## src/rtl/qspi_pkg.sv

```systemverilog
// Shared opcodes, FSM state encoding and continuous-read mode pattern
// for the QSPI flash responder.
package qspi_pkg;

    localparam logic [7:0] OP_RDP   = 8'hAB;
    localparam logic [7:0] OP_WREN  = 8'h06;
    localparam logic [7:0] OP_WRDI  = 8'h04;
    localparam logic [7:0] OP_WRSR  = 8'h01;
    localparam logic [7:0] OP_QREAD = 8'hEB;

    // Mode byte bits [5:4] that keep the device in continuous-read mode
    localparam logic [1:0] CONT_PAT = 2'b10;

    typedef enum logic [2:0] {
        IDLE,
        CMD,
        SR_WR,
        Q_ADDR,
        Q_MODE,
        Q_DUMMY,
        Q_DATA,
        IGNORE
    } state_e;

    function automatic logic cont_arm(input logic [7:0] mode);
        return mode[5:4] == CONT_PAT;
    endfunction

endpackage

```

## src/rtl/qspi_pin_sync.sv

```systemverilog
// Synchronizes cs/sclk/io pads into the clk domain and derives
// single-cycle sclk rise/fall and cs fall/rise strobes.
module qspi_pin_sync #(
    parameter int unsigned SYNC_STAGES = 2
) (
    input  logic       clk,
    input  logic       rst,
    input  logic       cs,
    input  logic       sclk,
    input  logic [3:0] io_in,
    output logic       cs_s,
    output logic [3:0] io_s,
    output logic       sclk_rise,
    output logic       sclk_fall,
    output logic       cs_fall,
    output logic       cs_rise
);

    // Bit layout {cs, sclk, io[3:0]}; cs resets deasserted
    localparam logic [5:0] RST_VAL = 6'b10_0000;

    logic [5:0] stage_q [SYNC_STAGES];
    logic [1:0] prev_q;
    logic [5:0] cur;

    always_ff @(posedge clk or posedge rst) begin
        if (rst) begin
            for (int unsigned i = 0; i < SYNC_STAGES; i++) stage_q[i] <= RST_VAL;
            prev_q <= RST_VAL[5:4];
        end else begin
            stage_q[0] <= {cs, sclk, io_in};
            for (int unsigned i = 1; i < SYNC_STAGES; i++) stage_q[i] <= stage_q[i-1];
            prev_q <= stage_q[SYNC_STAGES-1][5:4];
        end
    end

    assign cur       = stage_q[SYNC_STAGES-1];
    assign cs_s      = cur[5];
    assign io_s      = cur[3:0];
    assign sclk_rise =  cur[4] & ~prev_q[0];
    assign sclk_fall = ~cur[4] &  prev_q[0];
    assign cs_fall   = ~cur[5] &  prev_q[1];
    assign cs_rise   =  cur[5] & ~prev_q[1];

endmodule

```

## src/rtl/qspi_flash_responder.sv

```systemverilog
// QSPI NOR flash target: decodes AB/06/04/01/EB, serves quad reads with
// continuous-read mode from a req/ack byte source with one-byte prefetch.
module qspi_flash_responder
    import qspi_pkg::*;
#(
    parameter int unsigned ADDR_W       = 24,
    parameter int unsigned SYNC_STAGES  = 2,
    parameter int unsigned DUMMY_CLKS   = 4,
    parameter bit          RESET_ASLEEP = 1'b1
) (
    input  logic              clk,
    input  logic              rst,
    input  logic              cs,
    input  logic              sclk,
    input  logic [3:0]        io_in,
    output logic [3:0]        io_out,
    output logic [3:0]        io_oe,
    output logic [ADDR_W-1:0] mem_addr,
    output logic              mem_req,
    input  logic              mem_ack,
    input  logic [7:0]        mem_data,
    output logic [15:0]       sr,
    output logic              qe,
    output logic              asleep,
    output logic              cont_mode,
    output logic              underrun
);

    logic       cs_s, sclk_rise, sclk_fall, cs_fall, cs_rise;
    logic [3:0] io_s;

    qspi_pin_sync #(.SYNC_STAGES(SYNC_STAGES)) u_sync (
        .clk      (clk),
        .rst      (rst),
        .cs       (cs),
        .sclk     (sclk),
        .io_in    (io_in),
        .cs_s     (cs_s),
        .io_s     (io_s),
        .sclk_rise(sclk_rise),
        .sclk_fall(sclk_fall),
        .cs_fall  (cs_fall),
        .cs_rise  (cs_rise)
    );

    state_e            state_q;
    logic [4:0]        cnt_q;
    logic [22:0]       sh_q;
    logic [23:0]       sh_d;
    logic [15:0]       sr_q;
    logic              wel_q, asleep_q, cont_q, underrun_q;
    logic [7:0]        act_q, buf_q, cur_q;
    logic [3:0]        io_out_q, io_oe_q;
    logic              mem_req_q, need_q, disc_q, bvalid_q, hi_q;
    logic [ADDR_W-1:0] mem_addr_q, fetch_q;
    logic              hi_fall, issue;

    always_comb begin
        sh_d = (state_q == CMD || state_q == SR_WR) ? {sh_q[22:0], io_s[0]}
                                                     : {sh_q[19:0], io_s};
        hi_fall = sclk_fall && !cs_s &&
                  ((state_q == Q_DUMMY && cnt_q == 5'(DUMMY_CLKS)) ||
                   (state_q == Q_DATA && !hi_q));
        issue = need_q && !mem_req_q && !cs_s;
    end

    always_ff @(posedge clk or posedge rst) begin
        if (rst) begin
            state_q    <= IDLE;
            cnt_q      <= '0;
            sh_q       <= '0;
            sr_q       <= '0;
            wel_q      <= 1'b0;
            asleep_q   <= RESET_ASLEEP;
            cont_q     <= 1'b0;
            underrun_q <= 1'b0;
            act_q      <= '0;
            buf_q      <= '0;
            cur_q      <= '0;
            io_out_q   <= '0;
            io_oe_q    <= '0;
            mem_req_q  <= 1'b0;
            mem_addr_q <= '0;
            fetch_q    <= '0;
            need_q     <= 1'b0;
            disc_q     <= 1'b0;
            bvalid_q   <= 1'b0;
            hi_q       <= 1'b0;
        end else begin
            // A request outstanding across cs high completes but its byte is dropped
            if (mem_req_q && mem_ack) begin
                mem_req_q <= 1'b0;
                disc_q    <= 1'b0;
                if (!disc_q && !cs_s) begin
                    buf_q    <= mem_data;
                    bvalid_q <= 1'b1;
                end
            end else if (issue) begin
                mem_req_q  <= 1'b1;
                mem_addr_q <= fetch_q;
                fetch_q    <= fetch_q + ADDR_W'(1);
                need_q     <= 1'b0;
            end

            if (cs_s) begin
                state_q  <= IDLE;
                io_oe_q  <= '0;
                cnt_q    <= '0;
                need_q   <= 1'b0;
                bvalid_q <= 1'b0;
                hi_q     <= 1'b0;
                if (mem_req_q && !mem_ack) disc_q <= 1'b1;
                if (cs_rise) begin
                    if (state_q == SR_WR) begin
                        wel_q <= 1'b0;
                        if (cnt_q == 5'd16) sr_q <= {sh_q[7:0], sh_q[15:8]};
                    end
                    case (act_q)
                        OP_RDP:  asleep_q <= 1'b0;
                        OP_WREN: wel_q    <= 1'b1;
                        OP_WRDI: wel_q    <= 1'b0;
                        default: ;
                    endcase
                    act_q <= '0;
                end
            end else begin
                case (state_q)
                    IDLE: if (cs_fall) begin
                        cnt_q   <= '0;
                        state_q <= cont_q ? Q_ADDR : CMD;
                    end
                    CMD: if (sclk_rise) begin
                        sh_q  <= sh_d[22:0];
                        cnt_q <= cnt_q + 5'd1;
                        if (cnt_q == 5'd7) begin
                            cnt_q   <= '0;
                            state_q <= IGNORE;
                            if (asleep_q) begin
                                if (sh_d[7:0] == OP_RDP) act_q <= OP_RDP;
                            end else begin
                                case (sh_d[7:0])
                                    OP_RDP, OP_WREN, OP_WRDI: act_q <= sh_d[7:0];
                                    OP_WRSR:  if (wel_q) state_q <= SR_WR;
                                    OP_QREAD: if (sr_q[9]) state_q <= Q_ADDR;
                                    default: ;
                                endcase
                            end
                        end
                    end
                    SR_WR: if (sclk_rise) begin
                        sh_q <= sh_d[22:0];
                        if (cnt_q != 5'd17) cnt_q <= cnt_q + 5'd1;
                    end
                    Q_ADDR: if (sclk_rise) begin
                        sh_q  <= sh_d[22:0];
                        cnt_q <= cnt_q + 5'd1;
                        if (cnt_q == 5'd5) begin
                            fetch_q <= ADDR_W'(sh_d);
                            need_q  <= 1'b1;
                            cnt_q   <= '0;
                            state_q <= Q_MODE;
                        end
                    end
                    Q_MODE: if (sclk_rise) begin
                        sh_q  <= sh_d[22:0];
                        cnt_q <= cnt_q + 5'd1;
                        if (cnt_q == 5'd1) begin
                            cont_q  <= cont_arm(sh_d[7:0]);
                            cnt_q   <= '0;
                            state_q <= Q_DUMMY;
                        end
                    end
                    Q_DUMMY: begin
                        if (sclk_rise && cnt_q != '1) cnt_q <= cnt_q + 5'd1;
                        if (hi_fall) state_q <= Q_DATA;
                    end
                    default: ;
                endcase

                // High nibble consumes the prefetch buffer and requests the next byte
                if (hi_fall) begin
                    io_oe_q <= '1;
                    hi_q    <= 1'b1;
                    if (bvalid_q) begin
                        io_out_q <= buf_q[7:4];
                        cur_q    <= buf_q;
                        bvalid_q <= 1'b0;
                        need_q   <= 1'b1;
                    end else begin
                        io_out_q   <= '0;
                        cur_q      <= '0;
                        underrun_q <= 1'b1;
                    end
                end else if (sclk_fall && state_q == Q_DATA && hi_q) begin
                    io_out_q <= cur_q[3:0];
                    hi_q     <= 1'b0;
                end
            end
        end
    end

    assign io_out    = io_out_q;
    assign io_oe     = io_oe_q;
    assign mem_addr  = mem_addr_q;
    assign mem_req   = mem_req_q;
    assign sr        = sr_q;
    assign qe        = sr_q[9];
    assign asleep    = asleep_q;
    assign cont_mode = cont_q;
    assign underrun  = underrun_q;

endmodule

```

## config.mk

```make
export PLATFORM = sky130hd
export DESIGN_NAME = qspi_flash_responder
export DESIGN_NICKNAME = d
export VERILOG_FILES = /design/src/rtl/qspi_pkg.sv /design/src/rtl/qspi_pin_sync.sv /design/src/rtl/qspi_flash_responder.sv
export SDC_FILE = /design/constraint.sdc
export NUM_CORES = 1
export LEC_CHECK = 0
export ABC_AREA = 1
export BUFFER_PORTS_ARGS = -buffer_cell sky130_fd_sc_hd__buf_2
export CAP_MARGIN = 20
export CORE_MARGIN = 8
export CORE_UTILIZATION = 53
export DETAILED_ROUTE_END_ITERATION = 10
export PLACE_DENSITY_LB_ADDON = 0.3
export SLEW_MARGIN = 0
export SYNTH_ARGS = -nofsm -noshare
export SYNTH_HDL_FRONTEND = slang
export SYNTH_SLANG_ARGS = --single-unit
```

## constraint.sdc

```tcl
create_clock -name clk -period 6.49 [get_ports clk]
set_input_delay 1.298 -clock clk [delete_from_list [all_inputs] [get_ports clk]]
set_output_delay 1.298 -clock clk [all_outputs]
set_load 0.02 [all_outputs]
```

==> results.sh <==
export IMPL_rsz0062_at_grt="false"
export IMPL_critical_path_arrival_ns=3.08
export IMPL_die_y_microns=128.8
export IMPL_grt_pass1_wl_microns=24190
export IMPL_fin_tns_setup_ns=0
export IMPL_synthesis_area_sq_mm=0.006743
export IMPL_use_met3_pct=5.048
export IMPL_start_kind="flop"
export IMPL_rows=41
export IMPL_min_path_type="reg -> reg"
export IMPL_chipWidth_microns=128.8
export IMPL_vdd_drop_max_mv=0.2112
export IMPL_drc_errors=0
export IMPL_area_growth_pct=14.44
export IMPL_p_sw_share_pct=32.00
export IMPL_hpwlAfterDp_microns=10250
export IMPL_status="completed"
export IMPL_ys_ff_latch=143
export IMPL_slew_violations=0
export IMPL_dp_cells=1002
export IMPL_ctsResizeCount=0
export IMPL_clockBufferDepth=2
export IMPL_ys_warn_count=0
export IMPL_power_density_mw_per_mm2=312.2
export IMPL_finalSetupViolCount=0
export IMPL_clkSlewWorstSetupHoldPaths_ns=0.06
export IMPL_cp_required_ns=6.81
export IMPL_drive_gt1_share_pct=17.29
export IMPL_synth_edf_count=0
export IMPL_ys_flop_type="dfrtp_1"
export IMPL_wl_microns=14270
export IMPL_grt_max_degree=98
export IMPL_slew_headroom_pct=42.40
export IMPL_start_util_pct=53.87
export IMPL_crit_family="compound AO/OA/AOI/OAI gates"
export IMPL_post_cts_setup_buffers=0
export IMPL_grt_util_met2_pct=30.94
export IMPL_n_antenna_cell=0
export IMPL_busiest_layer="met2"
export IMPL_clk_latency_ns=0.42
export IMPL_syn_area_per_cell_sq_um=8.579
export IMPL_crit_path_max_incr_delay_ns=0.74
export IMPL_drt_first_pass_iters=5
export IMPL_drt_iter0_drc=322
export IMPL_grt_antenna_before_repair=0
export IMPL_cap_violations=0
export IMPL_drtAntennaViolNets=0
export IMPL_critical_path_class="reg -> reg"
export IMPL_vias=5177
export IMPL_critPathSlowestCell="o21ai_2"
export IMPL_cp_cell_sequence="inv_1 -> nand3_4 -> nand2_4 -> o21ai_2 -> inv_1 -> o21ai_0"
export IMPL_yosysSeqAreaShare_pct=53.15
export IMPL_cts_tree="yes"
export IMPL_path_buf_inv=2
export IMPL_grtUsageTotal_pct=18.38
export IMPL_h_tree_depth=4
export IMPL_fillers=1132
export IMPL_power_report_internal_total_w=0.001638
export IMPL_crit_fanout=44
export IMPL_fmax_mhz=362.4
export IMPL_period_minus_slack_ns=2.759
export IMPL_async_flop_share_pct=100.0
export IMPL_synthCells=786
export IMPL_stdcell_count=1034
export IMPL_clock_tree_root_cell="clkbuf_16"
export IMPL_numCtsBuffers=17
export IMPL_boundaryPins=70
export IMPL_worst_setup_path_end_kind="flop"
export IMPL_hold_buffers=0
export IMPL_first_global_vias=5085
export IMPL_cpMostUsedCell="inv_1"
export IMPL_p_leak_nw=3.909
export IMPL_core_area_sq_mm=0.01252
export IMPL_fin_nets=871
export IMPL_vias_per_cell=5.007
export IMPL_seq_power_share_pct=42.9
export IMPL_syn_nets=808
export IMPL_wl_per_cell_microns=13.80
export IMPL_dieArea_sq_mm=0.01659
export IMPL_portBuffers=69
export IMPL_p_sw_w=0.0007708
export IMPL_comb_power_share_pct=20.3
export IMPL_worst_pin_slew_ns=0.8619
export IMPL_skew_ns=0.006850
export IMPL_hold_viol=0
export IMPL_use_met1_pct=22.07
export IMPL_globalplace_congestion=0.8856
export IMPL_cts_sinks=143
export IMPL_clock_power_share_pct=36.8
export IMPL_ys_types=46
export IMPL_finalCritPeriodShare_pct=42.51
export IMPL_grt_overflow=0
state kept, by name, summed over array words and instances, names as in the netlist, 2 cells and up, named ones only:
signal / count
act_q: 8
sh_q: 23
state_q: 3
fetch_q: 24
cnt_q: 5
buf_q: 8
io_out: 4
cur_q: 4
u_sync.cur: 6
u_sync.prev_q: 2
sr: 16
mem_addr: 24
u_sync.stage_q: 6
worst register-to-register path, cell delays in order, from the launching register on:
cell	delay, ns
dfrtp_1	0.53
inv_1	0.15
nand3_4	0.19
nand2_4	0.26
o21ai_2	0.74
inv_1	0.50
o21ai_0	0.29
per-stage QoR:
step / total power, W / hold slack [ns] / instance area [sq um] / worst slack [ns] / util [%]
2_1_floorplan: 0.001437 / 0.3312 / 6743 / 1.361 / -
3_3_place_gp: 0.001531 / 0.3325 / 7168 / 3.808 / 57.27
3_5_place_dp: 0.001536 / 0.3356 / 7168 / 3.754 / 57.27
4_1_cts: 0.002424 / 0.3487 / 7716 / 3.748 / 61.65
5_1_grt: 0.002543 / 0.3552 / 7716 / 3.405 / 61.65
6_report: 0.002409 / 0.3462 / 7716 / 3.731 / 61.65
cell usage in the layout (no fill, tap or decap), types with 4 or more instances in the layout:
cell type	Yosys	routed
nand3_2	5	5
clkinvlp_4	0	6
clkinv_2	1	4
o21ai_1	6	6
clkbuf_8	0	4
buf_2	4	69
dfstp_2	4	4
inv_2	5	5
nand3_1	28	28
mux2_2	8	8
nor2_1	40	40
a21oi_1	10	10
nand4_1	9	9
inv_1	88	87
nor3_1	11	11
ha_1	5	5
nand2_1	241	241
clkbuf_16	0	17
o21ai_0	92	92
nand2_2	6	6
dfrtp_1	139	139
xor2_1	21	21
nor4_1	4	4
worst paths after layout:
check | startpoint | to | slack (ns) | cells after the start
max reg2reg | state_q[0] | sh_q[13] | 3.73 | 6
min reg2reg | u_sync.stage_q[9] | u_sync.cur[3] | 0.35 | 0
min in group asynchronous | rst | mem_addr[17] | 1.05 | 2
max | state_q[0] | sh_q[13] | 3.73 | 6
min | u_sync.stage_q[9] | u_sync.cur[3] | 0.35 | 0
max in group asynchronous | rst | u_sync.stage_q[11] | 4.36 | 3
synth_stat cells (2+ instances only):
cell | instances | area share, %
o22ai_1 | 3 | 0.28
nand3_1 | 28 | 2.1
nand3_4 | 3 | 0.78
nor4_4 | 2 | 0.63
mux2_2 | 8 | 1.3
o21ai_0 | 92 | 6.8
nand2_4 | 2 | 0.33
nor3_2 | 3 | 0.45
o21bai_1 | 2 | 0.22
o21ai_1 | 6 | 0.45
or2_2 | 2 | 0.19
inv_2 | 5 | 0.28
nand2_2 | 6 | 0.56
buf_4 | 4 | 0.45
a21oi_1 | 10 | 0.74
dfrtp_1 | 139 | 52
nor2_1 | 40 | 2.2
dfstp_2 | 4 | 1.6
nand4_1 | 9 | 0.83
nand3_2 | 5 | 0.74
nor3_1 | 11 | 0.82
mux2i_1 | 2 | 0.30
nand2_1 | 241 | 13
nor2_2 | 2 | 0.19
clkbuf_1 | 15 | 0.83
nor4_1 | 4 | 0.37
buf_2 | 4 | 0.30
o211ai_1 | 3 | 0.33
ha_1 | 5 | 0.93
buf_6 | 3 | 0.50
inv_1 | 88 | 4.9
xor2_1 | 21 | 2.7
layer usage:
layer  up-vias  wire, microns
li1       2629              -
met1      2428           6271
met2        94           7240
met3        26            531
met4         0            221
met5         -              0
power groups by stage:
stage | Sequential, W | Clock (W) | Combinational (W)
floorplan | 0.00103 | 0 | 0.000412
global placement | 0.00104 | 0 | 0.000488
detailed placement | 0.00105 | 0 | 0.000490
CTS | 0.00103 | 0.000900 | 0.000493
global route | 0.00104 | 0.000938 | 0.000560
finish | 0.00103 | 0.000886 | 0.000490
cell families (layout without fill, tap and decap cells):
logic type / after synthesis / count (layout) / synth area share (%)
adder cells (fa/ha/maj): 5 / 5 / 0.9278
buffers and inverters: 122 / 198 / 7.682
AO/OA/AOI/OAI: 122 / 122 / 9.557
XOR/XNOR: 22 / 22 / 2.858
AND/OR/NAND/NOR: 362 / 362 / 24.20
multiplexers: 10 / 10 / 1.633
flip-flops: 143 / 143 / 53.15
layout make-up:
| type | count | area (sq um) | area share, % |
|---|---|---|---|
| clock buffer | 23 | 488.0 | 6.324 |
| clock inverter | 9 | 60.06 | 0.7783 |
| inverter | 95 | 367.9 | 4.767 |
| multi-input combinational | 521 | 2641 | 34.23 |
| sequential | 143 | 3583 | 46.44 |
| tap | 172 | 215.2 | 2.789 |
| timing repair buffer | 71 | 360.3 | 4.670 |
Note: power is estimated with default switching activity, not from simulation.
